<file path="config.mk">
export PLATFORM = sky130hd
export DESIGN_NAME = c_fetch_align_ctrl
export DESIGN_NICKNAME = d
export VERILOG_FILES = /design/src/rtl/c_ext_pkg.sv /design/src/rtl/c_halfword_queue.sv /design/src/rtl/c_fetch_align_ctrl.sv
export SDC_FILE = /design/constraint.sdc
export NUM_CORES = 1
export LEC_CHECK = 0
export ABC_CLOCK_PERIOD_IN_PS = 2920
export CELL_PAD_IN_SITES_DETAIL_PLACEMENT = 1
export CELL_PAD_IN_SITES_GLOBAL_PLACEMENT = 1
export CORE_AREA = 2 2 144 146
export DETAILED_ROUTE_END_ITERATION = 8
export DIE_AREA = 0 0 146 148
export HOLD_SLACK_MARGIN = 0.08
export PLACE_DENSITY = 0.75
export SYNTH_ARGS = -nofsm -noshare
export SYNTH_HDL_FRONTEND = slang
export SYNTH_SLANG_ARGS = --single-unit
</file>
<file path="constraint.sdc">
create_clock -name clk -period 2.92 [get_ports clk]
set_input_delay 0.584 -clock clk [delete_from_list [all_inputs] [get_ports clk]]
set_output_delay 0.584 -clock clk [all_outputs]
set_load 0.005 [all_outputs]
</file>
<file path="src/rtl/c_ext_pkg.sv">
// Shared compressed-extension definitions: halfword type, fetch FSM states
// and the compressed-opcode test used by both fetch and decode.
package c_ext_pkg;

    typedef logic [15:0] halfword_t;

    typedef enum logic [1:0] {
        S_FETCH   = 2'd0,
        S_WAIT    = 2'd1,
        S_DISCARD = 2'd2
    } fetch_state_e;

    localparam logic [1:0] C_OPCODE_FULL = 2'b11;
    localparam int         HQ_DEPTH      = 4;

    function automatic logic is_compressed(input halfword_t hw);
        return hw[1:0] != C_OPCODE_FULL;
    endfunction

endpackage

</file>
<file path="src/rtl/c_halfword_queue.sv">
// Four-entry halfword FIFO. Entry 0 is the head; push and pop move one or
// two halfwords per cycle and may happen together. Flush empties it.
module c_halfword_queue
    import c_ext_pkg::*;
(
    input  logic                 clk,
    input  logic                 reset,
    input  logic                 flush,
    input  logic [1:0]           push_cnt,
    input  halfword_t [1:0]      push_data,
    input  logic [1:0]           pop_cnt,
    output halfword_t [1:0]      head,
    output logic [2:0]           occ
);

    halfword_t [HQ_DEPTH-1:0] hq_q, hq_d;
    logic [2:0]               occ_q, occ_d;
    logic [2:0]               base;
    logic [63:0]              shifted, ins_data, ins_mask, ins_lane;

    // Pop shifts the whole array down; the pushed halfwords land right
    // behind whatever survives the pop.
    always_comb begin
        base     = occ_q - {1'b0, pop_cnt};
        shifted  = hq_q >> {pop_cnt, 4'b0000};
        ins_lane = {32'h0, (push_cnt == 2'd2) ? 32'hFFFF_FFFF :
                           (push_cnt == 2'd1) ? 32'h0000_FFFF : 32'h0};
        ins_data = {32'h0, push_data} << {base, 4'b0000};
        ins_mask = ins_lane << {base, 4'b0000};
        hq_d     = (shifted & ~ins_mask) | (ins_data & ins_mask);
        occ_d    = base + {1'b0, push_cnt};
        if (flush) occ_d = 3'd0;
    end

    always_ff @(posedge clk) begin
        if (reset) begin
            hq_q  <= '0;
            occ_q <= 3'd0;
        end else begin
            hq_q  <= hq_d;
            occ_q <= occ_d;
        end
    end

    assign head = hq_q[1:0];
    assign occ  = occ_q;

endmodule

</file>
<file path="src/rtl/c_fetch_align_ctrl.sv">
// Fetch sequencer and halfword aligner feeding the decode path.
// Define C_EXT_EN to enable 16-bit instructions; otherwise everything is 32-bit.
module c_fetch_align_ctrl
    import c_ext_pkg::*;
#(
    parameter logic [31:0] RESET_PC = 32'h0000_0000
) (
    input  logic        clk,
    input  logic        reset,
    output logic        mem_req_o,
    output logic [31:0] mem_addr_o,
    input  logic        mem_gnt_i,
    input  logic        mem_rvalid_i,
    input  logic [31:0] mem_rdata_i,
    input  logic        redirect_i,
    input  logic [31:0] redirect_pc_i,
    output logic        instr_valid_o,
    input  logic        instr_ready_i,
    output logic [31:0] instr_o,
    output logic [31:0] instr_pc_o,
    output logic        instr_is_comp_o
);

    fetch_state_e    state_q, state_d;
    logic [31:0]     pc_q, fa_q;
    logic            skip_lo_q;
    halfword_t [1:0] head;
    logic [2:0]      occ, occ_after;
    logic            head_comp, hq_valid, fire;
    logic [1:0]      pop_cnt, push_cnt;
    halfword_t [1:0] push_data;
    logic            fetch_req, gnt_acc;
    logic [31:0]     redir_pc;
    logic            redir_skip;

    localparam logic [31:0] RESET_FA = {RESET_PC[31:2], 2'b00};

`ifdef C_EXT_EN
    localparam logic [31:0] RESET_PC_A = {RESET_PC[31:1], 1'b0};
    localparam logic        RESET_SKIP = RESET_PC[1];
    logic unused_redir;

    assign head_comp    = is_compressed(head[0]);
    assign redir_pc     = {redirect_pc_i[31:1], 1'b0};
    assign redir_skip   = redirect_pc_i[1];
    assign unused_redir = redirect_pc_i[0];
`else
    localparam logic [31:0] RESET_PC_A = RESET_FA;
    localparam logic        RESET_SKIP = 1'b0;
    logic [1:0] unused_redir;

    assign head_comp    = 1'b0;
    assign redir_pc     = {redirect_pc_i[31:2], 2'b00};
    assign redir_skip   = 1'b0;
    assign unused_redir = redirect_pc_i[1:0];
`endif

    c_halfword_queue u_hq (
        .clk       (clk),
        .reset     (reset),
        .flush     (redirect_i),
        .push_cnt  (push_cnt),
        .push_data (push_data),
        .pop_cnt   (pop_cnt),
        .head      (head),
        .occ       (occ)
    );

    assign hq_valid      = head_comp ? (occ != 3'd0) : (occ >= 3'd2);
    assign instr_valid_o = hq_valid && !reset;
    assign fire          = instr_valid_o && instr_ready_i;
    assign pop_cnt       = !fire ? 2'd0 : (head_comp ? 2'd1 : 2'd2);
    assign occ_after     = occ - {1'b0, pop_cnt};

    assign instr_o         = !instr_valid_o ? 32'h0 :
                             head_comp      ? {16'h0, head[0]} : {head[1], head[0]};
    assign instr_is_comp_o = instr_valid_o && head_comp;
    assign instr_pc_o      = pc_q;

    // Only request when a full word is guaranteed to fit, so the queue
    // never overflows even with no dequeue before the response.
    assign fetch_req  = (state_q == S_FETCH) && !reset && (occ_after <= 3'd2);
    assign mem_req_o  = fetch_req;
    assign mem_addr_o = fa_q;
    assign gnt_acc    = fetch_req && mem_gnt_i;

    // First word after a redirect to an odd halfword only contributes [31:16].
    assign push_data = {mem_rdata_i[31:16],
                        skip_lo_q ? mem_rdata_i[31:16] : mem_rdata_i[15:0]};

    always_comb begin
        state_d  = state_q;
        push_cnt = 2'd0;
        if (reset) begin
            // A granted-but-unanswered fetch must still be soaked up.
            if ((state_q == S_WAIT || state_q == S_DISCARD) && !mem_rvalid_i)
                state_d = S_DISCARD;
            else
                state_d = S_FETCH;
        end else begin
            case (state_q)
                S_FETCH: begin
                    if (gnt_acc) state_d = redirect_i ? S_DISCARD : S_WAIT;
                end
                S_WAIT: begin
                    if (mem_rvalid_i) begin
                        state_d = S_FETCH;
                        if (!redirect_i) push_cnt = skip_lo_q ? 2'd1 : 2'd2;
                    end else if (redirect_i) begin
                        state_d = S_DISCARD;
                    end
                end
                S_DISCARD: begin
                    if (mem_rvalid_i) state_d = S_FETCH;
                end
                default: state_d = S_FETCH;
            endcase
        end
    end

    always_ff @(posedge clk) begin
        state_q <= state_d;
        if (reset) begin
            pc_q      <= RESET_PC_A;
            fa_q      <= RESET_FA;
            skip_lo_q <= RESET_SKIP;
        end else if (redirect_i) begin
            pc_q      <= redir_pc;
            fa_q      <= {redirect_pc_i[31:2], 2'b00};
            skip_lo_q <= redir_skip;
        end else begin
            if (fire)             pc_q      <= pc_q + (head_comp ? 32'd2 : 32'd4);
            if (gnt_acc)          fa_q      <= fa_q + 32'd4;
            if (push_cnt != 2'd0) skip_lo_q <= 1'b0;
        end
    end

endmodule
</file>
After elaboration in Yosys (flattened, before gate mapping)
Cells that the tools add are included.
{ "classes": {"add_sub_neg": 4, "n_lt_le_gt_ge": 2, "eq_ne": 7, "shift": 3, "muxes": 20, "bitwise": 4, "n_reduce_logical": 14} }
{ "op_table": {"columns": ["cell", "n"], "rows": [
  ["$mux 32", 6],
  ["$and 64x64->64", 2],
  ["$shl 32x7->64", 2],
  ["$add 32x3->32 const B", 2],
  ["$not 64->64", 1],
  ["$or 64x64->64", 1],
  ["$shr 64x6->64", 1],
  ["$mux 2", 12],
  ["$mux 16", 1],
  ["$logic_and 1x1->1", 6],
  ["$ne 3x3->1 const B", 2],
  ["$pmux 2 s3", 1],
  ["$eq 2x1->1 const B", 2],
  ["$eq 2x2->1 const B", 2],
  ["$ne 4x4->1 const B", 1],
  ["$reduce_bool 2->1", 2],
  ["$add 3x2->3", 1],
  ["$ge 3x2->1 const B", 1],
  ["$le 3x2->1 const B", 1],
  ["$reduce_and 3->1", 1],
  ["$sub 3x2->3", 1],
  ["$logic_not 1->1", 2],
  ["$logic_not 2->1", 1],
  ["$reduce_or 2->1", 1],
  ["$logic_or 1x1->1", 1]
]} }
{ "word_totals": {"reg_bits": 133, "output_inout_bits": 99, "wordCells": 64} }

Depth between registers and ports, before layout
Gate-level depths: netlist of the first run.
{ "depth": {"depth_word": 11, "ltp_mapped": 16, "depth_no_buf": 10} }

Cells and area by module
A second synthesis of the first run with hierarchy kept.
{ "unflattened": {"hier_cells": 927, "area_unflattened_um2": 8260.4} }
{ "by_module_without_submodules": {"columns": ["module", "n_inst", "cells_per_inst", "area_per_inst_um2"], "rows": [
  ["c_halfword_queue", 1, 471, 4438.0],
  ["c_fetch_align_ctrl", 1, 456, 3822.4]
]} }

Least setup slack after synthesis of the first run
Ideal clock, no wire load.
{ "synth_path": {"path_type": "in2reg", "startpoint": "input reset", "endpoint": "register u_hq.hq_q[32] in the netlist's numbering", "setup_time_ns": 0.065, "t_arrival_ns": 3.016, "required_ns": 2.855, "setup_slack_ns": -0.162, "cell_stages": 16, "path_buffers": 7, "path_cell_list": "buf_6 -> o21ba_4 -> buf_6 -> nand2_4 -> inv_1 -> buf_4 -> ha_1 -> xnor2_4 -> buf_2 -> buf_4 -> ha_1 -> and3_1 -> clkbuf_1 -> buf_2 -> a22oi_1 -> nor2_1"} }
{ "synth_via": {"elab_chain_cells": 9} }
{ "synth_rtl": {"columns": ["element", "line_no", "text"], "rows": [
  ["start, declared", "c_fetch_align_ctrl.sv:9", "input logic reset,"],
  ["$logic_not 1->1", "c_fetch_align_ctrl.sv:70", "assign instr_valid_o = hq_valid && !reset;"],
  ["$logic_and 1x1->1", "c_fetch_align_ctrl.sv:70", null],
  ["$logic_and 1x1->1", "c_fetch_align_ctrl.sv:71", "assign fire = instr_valid_o && instr_ready_i;"],
  ["$mux 2", "c_fetch_align_ctrl.sv:72", "assign pop_cnt = !fire ? 2'd0 : (head_comp ? 2'd1 : 2'd2);"],
  ["$sub 3x2->3", "c_halfword_queue.sv:24", "base = occ_q - {1'b0, pop_cnt};"],
  ["$shl 32x7->64", "c_halfword_queue.sv:29", "ins_mask = ins_lane << {base, 4'b0000};"],
  ["$not 64->64", "c_halfword_queue.sv:30", "hq_d = (shifted & ~ins_mask) | (ins_data & ins_mask);"],
  ["$and 64x64->64", "c_halfword_queue.sv:30", null],
  ["$or 64x64->64", "c_halfword_queue.sv:30", null],
  ["end signal, assigned", "c_halfword_queue.sv:40", "hq_q <= hq_d;"],
  ["end, declared", "c_halfword_queue.sv:16", "halfword_t [HQ_DEPTH-1:0] hq_q, hq_d;"]
]} }
Several ways; a longest one is shown, not always the timed one.
A chain may end at the register's enable or synchronous reset.

==> flow_metrics.tcl, run 1 <==
set metrics [dict create \
    status "finished clean" \
    cts.htree.levels 4 \
    crit_path_start_kind "input pin" \
    skew_ns 0.0122 \
    cp-end-kind "flop" \
    drt_pass1_iterations 8 \
    min_period_over_period_pct 94.9 \
    fmax_mhz 361 \
    postCtsSetupBuffers 0 \
    rrSetupSlack_ns 0.21 \
    cpPeakStageDelay_ns 0.74 \
    crit_family "compound AO/OA/AOI/OAI gates" \
    overflow 0 \
    totalWireLength_mm 22.3 \
    worstPathCellList "clkdlybuf4s50_1 -> nand2_4 -> inv_1 -> ha_4 -> ha_1 -> a21o_1 -> a221oi_4 -> a222oi_1 -> nor2_1" \
    die_h_um 148 \
    tns_ns 0 \
    yosys_warnings 0 \
    slew_headroom_pct 32.9 \
    grt_pass1_wl_mm 35.3 \
    ys_types 64 \
    hold_class "flop to flop" \
    viasPerCell 5.36 \
    slowest_stage "a221oi_4" \
    place_congestion 0.868 \
    routedWlPerCell_um 19.0 \
    crit_buf_inv 2 \
    core-area_um2 20000 \
    syn_to_final_growth_pct 39.5 \
    worst_slack_ns 0.148 \
    r2r_start "u_hq.occ[1]" \
    ir_drop_mv 0.395 \
    setup_viol 0 \
    port-buffer-count 161 \
    placed_cell_area_um2 8450 \
    cts_buffers 17 \
    ios 169 \
    arrival_ns 3.13 \
    syn_inst 739 \
    holdPathStages 2 \
    worstSetupPathType "input pin to flop" \
    cts_tree "done" \
    synth_area_um2 6510 \
    drc 0 \
    antenna_found_initial 1 \
    grt_use_total_pct 20.5 \
    postRouteAntennaNets 0 \
    drt_iter0_markers 444 \
    ys.flop_type "dfxtp_1" \
    clk_path_buf_depth 2 \
    drv_slew 0 \
    clock_sinks 128 \
    nFillCells 2348 \
    fp-row-count 52 \
    avgSynthCellArea_um2 8.81 \
    final_area_um2 9080 \
    clk_pin_slew_worst_paths_ns 0.06 \
    crit_fanout 17 \
    die_x_um 146 \
    dp_hpwl_mm 15.5 \
    synth_edf_count 2 \
    grt_max_degree 116 \
    drive_gt1_share_pct 9.97 \
    fin_crit_ns 2.77 \
    yosysSeqAreaShare_pct 39.6 \
    drv_cap 0 \
    holdCritStartpoint "u_hq.hq_q[39]" \
    rsz0062_at_grt "no" \
    p_leak_nw 3.20 \
    clockRootBuffer "clkbuf_16" \
    powerDensity_nw_per_um2 539 \
    rr_worst_depth 9 \
    start_util_pct 32.5 \
    synth-async-reset-ratio_pct 0 \
    synth_seq_cells 128 \
    nets 969 \
    clk_latency_ns 0.42 \
    dp_slack_ns -0.289 \
    required_ns 3.28 \
    grt_pass1_vias 6386 \
    vias 6295 \
    tightest_slew_ns 1.00 \
    hold_viol 0 \
    dieArea_um2 21600 \
]
==> synth_stat cells, drive strengths merged (21+ instances only) <==
| library cell | count | area share [%] |
|---|---|---|
| dfxtp | 126 | 39 |
| nand3 | 21 | 2.0 |
| nand2 | 45 | 2.7 |
| a22oi | 38 | 4.4 |
| nor2 | 83 | 4.8 |
| nand4 | 35 | 4.1 |
| buf | 27 | 2.7 |
| a21boi | 26 | 3.0 |
| xnor2 | 37 | 5.3 |
| and2 | 37 | 3.6 |
| a21oi | 28 | 2.2 |
| inv | 28 | 1.6 |
| clkbuf | 31 | 1.8 |
==> how the worst max path moves through the flow <==
stage,startpoint,endpoint,slack [ns],depth (start not counted)
4_1_cts,u_hq.occ[1],instr_o[29],0.11,4
6_report,instr_ready_i,flop,0.15,9
3_3_place_gp,instr_ready_i,flop,-0.23,9
3_5_place_dp,instr_ready_i,flop,-0.29,9
2_1_floorplan,reset,u_hq.hq_q[54],0.001,16
5_1_grt,instr_ready_i,flop,0.008,9
==> worst reg2reg max path, cell delays in order, from the launching register on <==
cell      delay (ns)
dfxtp_1         0.46
o21ba_4         0.21
nand2_4         0.05
inv_1           0.10
ha_4            0.21
ha_1            0.23
a21o_1          0.23
a221oi_4        0.75
a222oi_1        0.28
nor2_1          0.15
==> per-stage QoR <==
stage	utilization, %	hold WS [ns]	std cells	total power [W]
after floorplan	-	0.455	743	0.00227
after global placement	42.2	0.464	1141	0.00261
after detailed placement	42.2	0.469	1141	0.00264
after CTS	45.3	0.482	1173	0.00495
after global routing	45.3	0.500	1173	0.00511
final	45.3	0.475	1174	0.00490
==> cell families (layout without fill, tap and decap cells) <==
logic type	count (synthesis)	after routing	share of synthesized area, %
compound gates	170	170	19.7
xor+xnor	55	55	7.68
fa+ha+maj	9	9	1.73
buf+inv	86	246	6.13
flops	128	128	39.6
mux	1	1	0.154
other cells	1	6	0.0576
simple gates	289	289	24.9
==> layout by cell type (no fill, tap or decap), types with 5 or more instances in the layout <==
cell type        Yosys  routed
clkdlybuf4s50_1      0     159
conb_1               1       5
ha_1                 9       8
nor3_1              15      15
xnor2_1             36      36
buf_4               10      21
and2_1              37      37
nand4_1             30      30
clkbuf_16            0      17
a22oi_1             38      38
nor2_1              82      81
o21ai_0              5       5
inv_1               28      28
a311oi_1            17      17
and4_1               7       7
and3_1              15      15
a222oi_1            17      17
nand3_1             18      18
a21oi_1             27      27
nor4_1               9       9
a21boi_0            25      25
buf_12               0       5
o22ai_1             14      14
xor2_1              18      18
nand2_1             44      44
dfxtp_1            126     126
a211oi_1             6       6
==> layer usage <==
layer | global-route usage, % | wire [um] | vias up
met5 | 0 | 0 | -
met4 | 4.95 | 216 | 0
met3 | 5.71 | 1450 | 16
met2 | 35.5 | 11100 | 186
met1 | 25.3 | 9570 | 3100
li1 | - | - | 2993
==> power by group <==
part	total (W)	internal [W]	switching, W	leakage, nW
sequential	0.00195	0.00185	0.000101	1.05
combinational	0.000650	0.000337	0.000313	1.84
clock	0.00230	0.00144	0.000863	0.313
==> area by class of cell <==
cell class                 count  area, um2  area share, %
clock buffer                  17        425           4.68
tap                          270        338           3.72
clock inverter                15        206           2.27
inverter                      28        105           1.16
sequential                   128       2580           28.4
multi-input combinational    529       3570           39.3
antenna                        1       2.50         0.0275
timing repair buffer         186       1860           20.5
==> repair_timing <==
item,in CTS,in global routing
gates cloned,0,0
hold buffers,0,0
pin swaps,0,1
gates resized for setup,1,0
setup endpoints to repair,1,1
Note: power is estimated with default switching activity, not from simulation.
==> run 2: changes to the inputs <==
--- a/config.mk
+++ b/config.mk
@@ -5,14 +5,14 @@
 export SDC_FILE = /design/constraint.sdc
 export NUM_CORES = 1
 export LEC_CHECK = 0
-export ABC_CLOCK_PERIOD_IN_PS = 2920
+export ABC_CLOCK_PERIOD_IN_PS = 3200
 export CELL_PAD_IN_SITES_DETAIL_PLACEMENT = 1
 export CELL_PAD_IN_SITES_GLOBAL_PLACEMENT = 1
-export CORE_AREA = 2 2 144 146
+export CORE_AREA = 2 2 133 135
 export DETAILED_ROUTE_END_ITERATION = 8
-export DIE_AREA = 0 0 146 148
+export DIE_AREA = 0 0 135 137
 export HOLD_SLACK_MARGIN = 0.08
-export PLACE_DENSITY = 0.75
+export PLACE_DENSITY = 0.83
 export SYNTH_ARGS = -nofsm -noshare
 export SYNTH_HDL_FRONTEND = slang
 export SYNTH_SLANG_ARGS = --single-unit
==> constraint.sdc (replaced) <==
create_clock -name clk -period 3.2 [get_ports clk]
set_input_delay 0.32 -clock clk [delete_from_list [all_inputs] [get_ports clk]]
set_output_delay 0.32 -clock clk [all_outputs]
set_load 0.005 [all_outputs]
==> flow_metrics.tcl, run 2 (same netlist as run 1, synthesis figures left out) <==
set metrics [dict create \
    status "finished clean" \
    clk_path_buf_depth 2 \
    start_util_pct 38.2 \
    clk_pin_slew_worst_paths_ns 0.06 \
    fp-row-count 48 \
    cts.htree.levels 4 \
    min_period_over_period_pct 94.1 \
    fin_crit_ns 3.01 \
    nets 962 \
    powerDensity_nw_per_um2 481 \
    ctsResizeCount 0 \
    grt_pass1_wl_mm 34.8 \
    fmax_mhz 332 \
    grt_max_degree 88 \
    crit_fanout 14 \
    diodes 0 \
    dp_hpwl_mm 14.8 \
    drv_cap 0 \
    tightest_slew_ns 0.926 \
    p_leak_nw 3.11 \
    drv_slew 0 \
    final_common_cell "clkdlybuf4s50_1" \
    syn_to_final_growth_pct 35.9 \
    ios 169 \
    grt_pass1_vias 6616 \
    drt_iter0_markers 352 \
    holdCritStartpoint "reset" \
    skew_ns 0.00634 \
    swShare_pct 25.7 \
    cts_buffers 17 \
    hold_viol 0 \
    vias 6299 \
    grt_use_total_pct 24.1 \
    crit_path_start_kind "flop" \
    tns_ns 0 \
    antenna_found_initial 0 \
    cp-end-kind "output pin" \
    clockRootBuffer "clkbuf_16" \
    p_seq_share_pct 41.8 \
    die_h_um 137 \
    totalWireLength_mm 21.9 \
    dieArea_um2 18500 \
    switchingPower_w 0.00110 \
    drive_gt1_share_pct 8.71 \
    drc 0 \
    pwr-share-clk_pct 44.8 \
    postCtsSetupBuffers 0 \
    postRouteAntennaNets 0 \
    port-buffer-count 161 \
    viasPerCell 5.62 \
    r2r_start "u_hq.occ[1]" \
    arrival_ns 2.69 \
    slew_headroom_pct 38.3 \
    clk_latency_ns 0.43 \
    clock_sinks 128 \
    crit_path_start "u_hq.occ[1]" \
    cts_tree "done" \
    worstSetupPathType "flop to output pin" \
    fin_hold_ws_ns 0.439 \
    setup_viol 0 \
    routedWlPerCell_um 19.6 \
    hold_class "input pin to flop" \
    intPower_w 0.00316 \
    place_congestion 0.868 \
    core-area_um2 17100 \
    layout_common_cells "160 x clkdlybuf4s50_1, 126 x dfxtp_1, 81 x nor2_1, 44 x nand2_1, 38 x a22oi_1" \
    drt_pass1_iterations 5 \
    hold_buffers 0 \
    ir_drop_mv 0.368 \
    die_x_um 135 \
    rr_worst_depth 10 \
    holdPathStages 3 \
    rsz0062_at_grt "no" \
    required_ns 2.88 \
    pwr-share-comb_pct 13.5 \
    overflow 0 \
]
-- run 2: layer usage --
layer / track usage [%] / up-vias / wire, um
met5: 0 / - / 0
met1: 28.2 / 3102 / 9300
met3: 6.56 / 35 / 1380
met2: 42.5 / 192 / 10800
li1: - / 2970 / -
met4: 8.28 / 0 / 410
-- run 2: metrics by stage --
stage	instances	instance area, um2	worst slack [ns]	util (%)	power (W)
2_1_floorplan	743	6530	0.342	-	0.00207
3_3_place_gp	1089	8280	0.272	48.5	0.00236
5_1_grt	1121	8850	0.0570	51.9	0.00443
4_1_cts	1121	8850	0.138	51.9	0.00429
3_5_place_dp	1089	8280	0.205	48.5	0.00238
6_report	1121	8850	0.189	51.9	0.00426
-- run 2: cell type report --
type | instances | area [um2]
multi-input combinational | 529 | 3550
sequential | 128 | 2580
inverter | 28 | 105
fill | 1962 | 8210
timing repair buffer | 179 | 1760
tap | 225 | 282
clock inverter | 10 | 111
clock buffer | 22 | 464
-- run 2: final timing paths --
| check | slack [ns] | end |
|---|---|---|
| min | 0.44 | instr_pc_o[16] |
| min reg2reg | 0.48 | flop |
| max reg2reg | 0.29 | flop |
| max | 0.19 | mem_req_o |
-- run 2: critical path, stage by stage, from the launching register on --
cell,delay [ns]
dfxtp_1,0.38
o21ba_4,0.26
nand2_4,0.06
inv_1,0.05
ha_1,0.27
xnor2_4,0.48
and3b_1,0.24
clkdlybuf4s50_1,0.53
-- run 2: power groups by stage --
stage | registers (W) | clock network [W] | logic, W
global route | 0.00179 | 0.00201 | 0.000629
CTS | 0.00178 | 0.00194 | 0.000577
global placement | 0.00181 | 0 | 0.000556
detailed placement | 0.00181 | 0 | 0.000567
floorplan | 0.00179 | 0 | 0.000287
finish | 0.00178 | 0.00191 | 0.000573
